### src/rtl/hex_text_renderer.sv
// Renders the aux snapshot RAM as a grid of hex words: 3-stage pipeline from
// pixel coordinate to 1-bit foreground pixel, with a blinking inverted highlight.
module hex_text_renderer #(
  parameter int DATA_WIDTH        = 16,
  parameter int AUX_ADDRESS_WIDTH = 5,
  parameter int COORD_WIDTH       = 10,
  parameter int ROWS_PER_COLUMN   = 10,
  parameter int COLUMNS           = 3,
  parameter int TEXT_X0           = 64,
  parameter int TEXT_Y0           = 64,
  parameter int BLINK_FRAMES      = 30
) (
  input  logic                         clock_in,
  input  logic                         reset_in,
  input  logic [COORD_WIDTH-1:0]       pixel_x_in,
  input  logic [COORD_WIDTH-1:0]       pixel_y_in,
  input  logic                         video_on_in,
  input  logic                         h_sync_in,
  input  logic                         v_sync_in,
  input  logic [DATA_WIDTH-1:0]        aux_data_in,
  input  logic [7:0]                   font_row_in,
  input  logic [AUX_ADDRESS_WIDTH-1:0] highlight_address_in,
  input  logic                         highlight_enable_in,
  output logic [AUX_ADDRESS_WIDTH-1:0] aux_raddress_out,
  output logic [7:0]                   font_address_out,
  output logic                         pixel_out,
  output logic                         video_on_out,
  output logic                         h_sync_out,
  output logic                         v_sync_out
);

  localparam int SW    = COORD_WIDTH + 1;
  localparam int CW    = COORD_WIDTH - 6;
  localparam int RW    = COORD_WIDTH - 4;
  localparam int AW    = AUX_ADDRESS_WIDTH;
  localparam int CNT_W = (BLINK_FRAMES > 1) ? $clog2(BLINK_FRAMES) : 1;

  localparam logic [CW-1:0]    COLS_L   = CW'(COLUMNS);
  localparam logic [RW-1:0]    ROWS_L   = RW'(ROWS_PER_COLUMN);
  localparam logic [CNT_W-1:0] CNT_LAST = CNT_W'(BLINK_FRAMES - 1);

  // Stage 0: geometry. The extra MSB of rx/ry flags coordinates before the origin.
  logic [SW-1:0] rx, ry;
  logic [CW-1:0] col;
  logic [RW-1:0] row;
  logic [AW-1:0] col_a, row_a, aux_raddress_d;
  logic          inside_d, hl_match_d;

  assign rx = {1'b0, pixel_x_in} - SW'(TEXT_X0);
  assign ry = {1'b0, pixel_y_in} - SW'(TEXT_Y0);

  always_comb begin
    col            = rx[COORD_WIDTH-1:6];
    row            = ry[COORD_WIDTH-1:4];
    inside_d       = !rx[SW-1] && !ry[SW-1] && (col < COLS_L) && (row < ROWS_L) && !rx[5];
    col_a          = AW'(col);
    row_a          = AW'(row);
    aux_raddress_d = '0;
    if (inside_d) aux_raddress_d = (col_a << 3) + (col_a << 1) + row_a;
    hl_match_d     = (aux_raddress_d == highlight_address_in);
  end

  // Stage 1 registers
  logic [AW-1:0] aux_raddress_q;
  logic [1:0]    digit1_q;
  logic [3:0]    glyph1_q;
  logic [2:0]    bit1_q;
  logic          inside1_q, hl1_q, hs1_q, vs1_q, vo1_q;

  always_ff @(posedge clock_in) begin
    if (reset_in) begin
      aux_raddress_q <= '0;
      digit1_q       <= '0;
      glyph1_q       <= '0;
      bit1_q         <= '0;
      inside1_q      <= 1'b0;
      hl1_q          <= 1'b0;
      hs1_q          <= 1'b1;
      vs1_q          <= 1'b1;
      vo1_q          <= 1'b0;
    end else begin
      aux_raddress_q <= aux_raddress_d;
      digit1_q       <= rx[4:3];
      glyph1_q       <= ry[3:0];
      bit1_q         <= rx[2:0];
      inside1_q      <= inside_d;
      hl1_q          <= hl_match_d;
      hs1_q          <= h_sync_in;
      vs1_q          <= v_sync_in;
      vo1_q          <= video_on_in;
    end
  end

  // Stage 2: digit 0 is the most significant nibble of the word.
  logic [3:0] nibble_d;
  logic [7:0] font_address_q;
  logic [2:0] bit2_q;
  logic       inside2_q, hl2_q, hs2_q, vs2_q, vo2_q;

  always_comb begin
    nibble_d = aux_data_in[(DATA_WIDTH - 1) - 4 * int'(digit1_q) -: 4];
  end

  always_ff @(posedge clock_in) begin
    if (reset_in) begin
      font_address_q <= '0;
      bit2_q         <= '0;
      inside2_q      <= 1'b0;
      hl2_q          <= 1'b0;
      hs2_q          <= 1'b1;
      vs2_q          <= 1'b1;
      vo2_q          <= 1'b0;
    end else begin
      font_address_q <= {nibble_d, glyph1_q};
      bit2_q         <= bit1_q;
      inside2_q      <= inside1_q;
      hl2_q          <= hl1_q;
      hs2_q          <= hs1_q;
      vs2_q          <= vs1_q;
      vo2_q          <= vo1_q;
    end
  end

  // Blink timer: counts v_sync falling edges seen at the pipeline input.
  logic             vs_prev_q;
  logic [CNT_W-1:0] blink_cnt_q, blink_cnt_d;
  logic             blink_phase_q, blink_phase_d;

  always_comb begin
    blink_cnt_d   = blink_cnt_q;
    blink_phase_d = blink_phase_q;
    if (vs_prev_q && !v_sync_in) begin
      if (blink_cnt_q == CNT_LAST) begin
        blink_cnt_d   = '0;
        blink_phase_d = !blink_phase_q;
      end else begin
        blink_cnt_d = blink_cnt_q + CNT_W'(1);
      end
    end
  end

  always_ff @(posedge clock_in) begin
    if (reset_in) begin
      vs_prev_q     <= 1'b1;
      blink_cnt_q   <= '0;
      blink_phase_q <= 1'b0;
    end else begin
      vs_prev_q     <= v_sync_in;
      blink_cnt_q   <= blink_cnt_d;
      blink_phase_q <= blink_phase_d;
    end
  end

  // Stage 3: glyph bit, optionally inverted for the highlighted word.
  logic fg_d, hl_d, pixel_d;
  logic pixel_q, hs3_q, vs3_q, vo3_q;

  always_comb begin
    fg_d    = font_row_in[3'd7 - bit2_q];
    hl_d    = hl2_q && highlight_enable_in && blink_phase_q;
    pixel_d = vo2_q && inside2_q && (fg_d ^ hl_d);
  end

  always_ff @(posedge clock_in) begin
    if (reset_in) begin
      pixel_q <= 1'b0;
      hs3_q   <= 1'b1;
      vs3_q   <= 1'b1;
      vo3_q   <= 1'b0;
    end else begin
      pixel_q <= pixel_d;
      hs3_q   <= hs2_q;
      vs3_q   <= vs2_q;
      vo3_q   <= vo2_q;
    end
  end

  assign aux_raddress_out = aux_raddress_q;
  assign font_address_out = font_address_q;
  assign pixel_out        = pixel_q;
  assign video_on_out     = vo3_q;
  assign h_sync_out       = hs3_q;
  assign v_sync_out       = vs3_q;

endmodule
### config.mk
export PLATFORM = sky130hd
export DESIGN_NAME = hex_text_renderer
export DESIGN_NICKNAME = d
export VERILOG_FILES = /design/src/rtl/hex_text_renderer.sv
export SDC_FILE = /design/constraint.sdc
export NUM_CORES = 1
export LEC_CHECK = 0
export CAP_MARGIN = 30
export CORE_AREA = 3 3 63 76
export DETAILED_ROUTE_END_ITERATION = 6
export DIE_AREA = 0 0 66 79
export PLACE_DENSITY_LB_ADDON = 0.15
export SYNTH_ARGS = -nofsm -noshare
export SYNTH_HDL_FRONTEND = slang
export SYNTH_SLANG_ARGS = --single-unit
### constraint.sdc
create_clock -name clock_in -period 6.9 [get_ports clock_in]
set_input_delay 1.035 -clock clock_in [delete_from_list [all_inputs] [get_ports clock_in]]
set_output_delay 1.035 -clock clock_in [all_outputs]
set_load 0.05 [all_outputs]
== After elaboration in Yosys (flattened, before gate mapping) ==
Cells that the tools add are included.

* Output and inout bits: 17
* Word-level logic and storage cells: 55
* Flip-flop bits (word level): 45
* Bits of input ports: 55

* Add/sub/neg operators: 7
* Order comparisons: 3
* Muxes and demuxes: 4
* Reduce and logical (&&, ||, !) cells: 15
* Eq/ne operators: 2
* Shift operators: 1
* Bitwise logic cells: 1

{| class="wikitable"
|+ Operators by type and width
! cell !! number
|-
| subtractor 10 x 7 -> 11 bit (second input constant) || 2
|-
| indexed part select 19 x 5 -> 4 bit || 1
|-
| adder 5 bit || 2
|-
| 2-to-1 mux 5 bit || 2
|-
| logical AND 1 bit || 9
|-
| less-than comparator 6 x 4 -> 1 bit (second input constant) || 1
|-
| adder 5 x 1 -> 5 bit (second input constant) || 1
|-
| equality test 5 bit || 1
|-
| equality test 5 bit (second input constant) || 1
|-
| zero test 1 bit || 5
|-
| subtractor 4 x 4 -> 5 bit (first input constant) || 1
|-
| less-than comparator 3 x 4 -> 1 bit (second input constant) || 1
|-
| less-than comparator 4 x 2 -> 1 bit (second input constant) || 1
|-
| binary-select mux 1 bit (select 3 bit) || 1
|-
| subtractor 3 bit (first input constant) || 1
|-
| AND reduction 2 bit || 1
|-
| 2-to-1 mux 1 bit || 1
|-
| XOR 1 bit || 1
|}

== Longest topological paths before layout ==
* Depth after elaboration: 8
* Gate-level depth with buffers: 12
* Depth with buffers taken out: 12

== Least setup slack after synthesis ==
Ideal clock, no wire load.

* Path type: input -> register
* From: input port pixel_x_in[6]
* To: register hl1_q
* Path buffers: 0
* Path slack: 3.286 ns
* Data required time: 6.808 ns
* Stages: 11
* Arrival: 3.522 ns
* Setup time: 0.092 ns
* Cells stage by stage: inv_1 ha_1 xor2_1 fa_1 inv_1 fa_1 xnor2_1 xor3_1 o22ai_1 a221oi_1 nor4_1

* Word-level cells in the longest chain between the ends: 8
* Elaborated cells on any way between the ends: 11
* Those cells by class: add/sub: 3; order compare: 1; eq/ne: 1; mux: 1; reduce/logical: 5

{| class="wikitable"
|+ Ends and longest elaborated chain
! element !! RTL line !! RTL
|-
| from (decl) || 15 || <nowiki>input logic [COORD_WIDTH-1:0] pixel_x_in,</nowiki>
|-
| subtractor 10 x 7 -> 11 bit (*) || 49 || <nowiki>assign rx = {1'b0, pixel_x_in} - SW'(TEXT_X0);</nowiki>
|-
| branches (longest 5 deep; another with adder 5 bit) || n/a ||
|-
| 2-to-1 mux 5 bit (*) || 59 || <nowiki>if (inside_d) aux_raddress_d = (col_a << 3) + (col_a << 1) + row_a;</nowiki>
|-
| equality test 5 bit (*) || 60 || <nowiki>hl_match_d = (aux_raddress_d == highlight_address_in);</nowiki>
|-
| to (signal assigned) || 87 || <nowiki>hl1_q <= hl_match_d;</nowiki>
|-
| to (decl) || 68 || <nowiki>logic inside1_q, hl1_q, hs1_q, vs1_q, vo1_q;</nowiki>
|}

Every way passes the cells marked *.
A chain may end at the register's enable or synchronous reset.

== Final worst setup path ==
Ends and elaborated chain as after synthesis.

==> results.txt <==
Filler Cell Count - 304
Hold slack - 0.418 ns
PD cells - 196 nW/um2
Synthesis-to-layout area growth - 44.6%
Grt total ovfl - 0
Initial Util - 47.3%
Worst flop-to-flop path startpoint - vs_prev_q$_SDFF_PP1_
Post-layout instance area - 2760 um2
Die ar. - 5210 um2
Worst slew margin - 48.0%
Flops & latches, synth - 45
Clk sinks - 45
Most frequent cell after synthesis - dfxtp_1
Pwr Total - 0.541 mW
Crit path kind - in -> reg
Pin count of the biggest net entering global routing - 38
CTS tree - built
Final core utilization - 68.4%
DR iter-0 viols - 73
Drt total wl - 3780 um
R2r endpoint - blink_cnt_q[1]$_SDFFE_PP0P_
Cell count after synthesis - 171
H-tree Lvls - 2
Worst hold path class - reg -> reg
Root Driver - clkbuf_8
Top post-synthesis cells by area - dfxtp_1, nor2b_1, mux4_2
Final hold viol count - 0
Reg2Reg Setup Slack - 5.47 ns
Fraction of layout cells with a size suffix above 1 - 10.2%
Drt pass-1 iters - 4
Post-route DRC - 0
Setup Buffers After CTS - 0
Placed cell area - 2680 um2
First-pass GRT wire length - 6280 um
Die width - 66 um
Nets - 311
Mapped Avg Cell Area - 11.2 um2
Skew-Pair Late Insertion Delay - 0.28 ns
Die Ht - 79 um
Wire per inst - 12.6 um
Hold buffer count at cts - 0
Synthesized area - 1910 um2
Max Fclk - 249 MHz
CP Capture Point - hl1_q$_SDFF_PP0_
Synth cell types - 39
Total CTS buffers - 5
Async SR Flop Fraction - 0%
Initial antenna violation count - 0
Primary FF master, synth - dfxtp_1
Post-detail-place hpwl - 3040 um
Routed via count - 1440
Vias/cell - 4.80
Synthesized net count - 237
TNS Setup - 0 ns
Port Buffers - 71
Routability cong. - 0.856
Worst vdd ir - 95.2 uV
Number of global-route vias before repair - 1449
Clock buffer depth - 2
ANT nets after route - 0
CP Data Required Time - 7.09 ns
Max Clock Skew - 0.00236 ns
Arr. time, crit path - 4.22 ns
CP startpoint - pixel_x_in[6]
Leakage dissipation - 1.06 nW
Final period util - 58.3%
Worst Max-Slew Pin Slew - 0.769 ns
Core Region - 4040 um2
Synth warn - 0
Cell taking the most area after synthesis - dfxtp_1
Share of the synthesized area in the top cell type - 47.2%
CP Launch Type - input port
Clock-pin slew on the worst setup and hold paths - 0.08 ns
I/O pin cnt - 72
Maximum fanout along the worst path - 4
Max cap viols - 0
Status - completed
Final Max Slew Viols - 0
Post-CTS Resized - 0
Site Rows - 25
Unrepaired setup endpoints after global routing - no
Diodes inserted - 0
Minimum clock period - 4.02 ns
Post-synth top cells - dfxtp_1, nor2b_1, inv_1
Total Routing Usage GR - 15.8%
Number of flops mapped to enable cells by yosys - 0
Seq/Total Area, Yosys - 47.2%
Worst Setup End Kind - register
R2R cell count - 5
Final Setup Violations - 0
how the worst min path moves through the flow:
| stage | from | to | slack [ns] | depth (start not counted) |
|---|---|---|---|---|
| 2_1_floorplan | hs2_q$_SDFF_PP1_ | h_sync_out$_SDFF_PP1_ | 0.39 | 1 |
| 3_3_place_gp | hs1_q$_SDFF_PP1_ | hs2_q$_SDFF_PP1_ | 0.39 | 1 |
| 3_5_place_dp | vs2_q$_SDFF_PP1_ | v_sync_out$_SDFF_PP1_ | 0.40 | 1 |
| 4_1_cts | hs1_q$_SDFF_PP1_ | hs2_q$_SDFF_PP1_ | 0.42 | 1 |
| 5_1_grt | hs2_q$_SDFF_PP1_ | h_sync_out$_SDFF_PP1_ | 0.43 | 1 |
| 6_report | vs2_q$_SDFF_PP1_ | v_sync_out$_SDFF_PP1_ | 0.42 | 1 |
report_power, final:
| part | switching (mW) | total (mW) | internal [mW] |
|---|---|---|---|
| sequential | 0.00440 | 0.274 | 0.270 |
| combinational | 0.0492 | 0.115 | 0.0663 |
| clock | 0.0800 | 0.152 | 0.0716 |
logic make-up after synthesis:
group | share of synthesized area, %
fa+ha+maj | 7.99
buf+inv | 2.95
compound gates | 4.85
xor+xnor | 7.01
simple gates | 22.4
flops | 47.2
mux | 7.60
cells in the final DEF, fill, tap and decap left out, types with 3 or more instances in the layout:
cell / instances
clkdlybuf4s50_1: 71
dfxtp_1: 45
nor2b_1: 27
inv_1: 10
nor2_1: 9
ha_1: 9
mux4_2: 6
or2_2: 6
xor2_1: 5
xnor2_1: 5
clkbuf_8: 5
nand2_1: 3
nand3_1: 3
nand4_1: 3
nor4_1: 3
and2_1: 3
sequential cells by signal (all words and copies together) (netlist names):
name              cells
bit2_q                3
hl2_q                 1
inside2_q             1
blink_cnt_q           5
vs2_q                 1
pixel_out             1
vs_prev_q             1
blink_phase_q         1
h_sync_out            1
bit1_q                3
hs1_q                 1
inside1_q             1
video_on_out          1
glyph1_q              4
vo2_q                 1
font_address_out      8
aux_raddress_out      5
vo1_q                 1
hs2_q                 1
digit1_q              2
hl1_q                 1
v_sync_out            1
critical path: stages:
cell and delay (ns):
clkdlybuf4s50_1 0.50, inv_1 0.11, ha_1 0.26, xor2_1 0.19, fa_1 0.51, inv_1 0.05
fa_1 0.42, xnor2_1 0.28, xor3_1 0.37, o22ai_1 0.15, a221oi_1 0.09, nor4_1 0.24
layout make-up:
type | count | area, um2 | share of cell area (%)
Timing Repair Buffer | 72 | 718 | 26.0
Clock buffer | 7 | 76.3 | 2.77
Inverter | 10 | 37.5 | 1.36
Multi-Input combinational cell | 111 | 952 | 34.5
Tap cell | 54 | 67.6 | 2.45
Sequential cell | 45 | 901 | 32.6
Clock inverter | 1 | 7.51 | 0.272
routing by layer:
layer	track usage, %	up-vias	share of wire (%)
met5	0	-	0
met4	7.72	0	3.0
met3	4.24	10	5.5
met2	28.8	49	54
met1	16.4	654	38
li1	-	727	-
per-stage QoR:
stage                     std cells  worst slack [ns]
after floorplan                 171              3.29
after global placement          292              2.65
after detailed placement        292              2.56
after CTS                       300              2.86
after global routing            300              2.66
final                           300              2.88
Power figures use the tool's default switching activity.
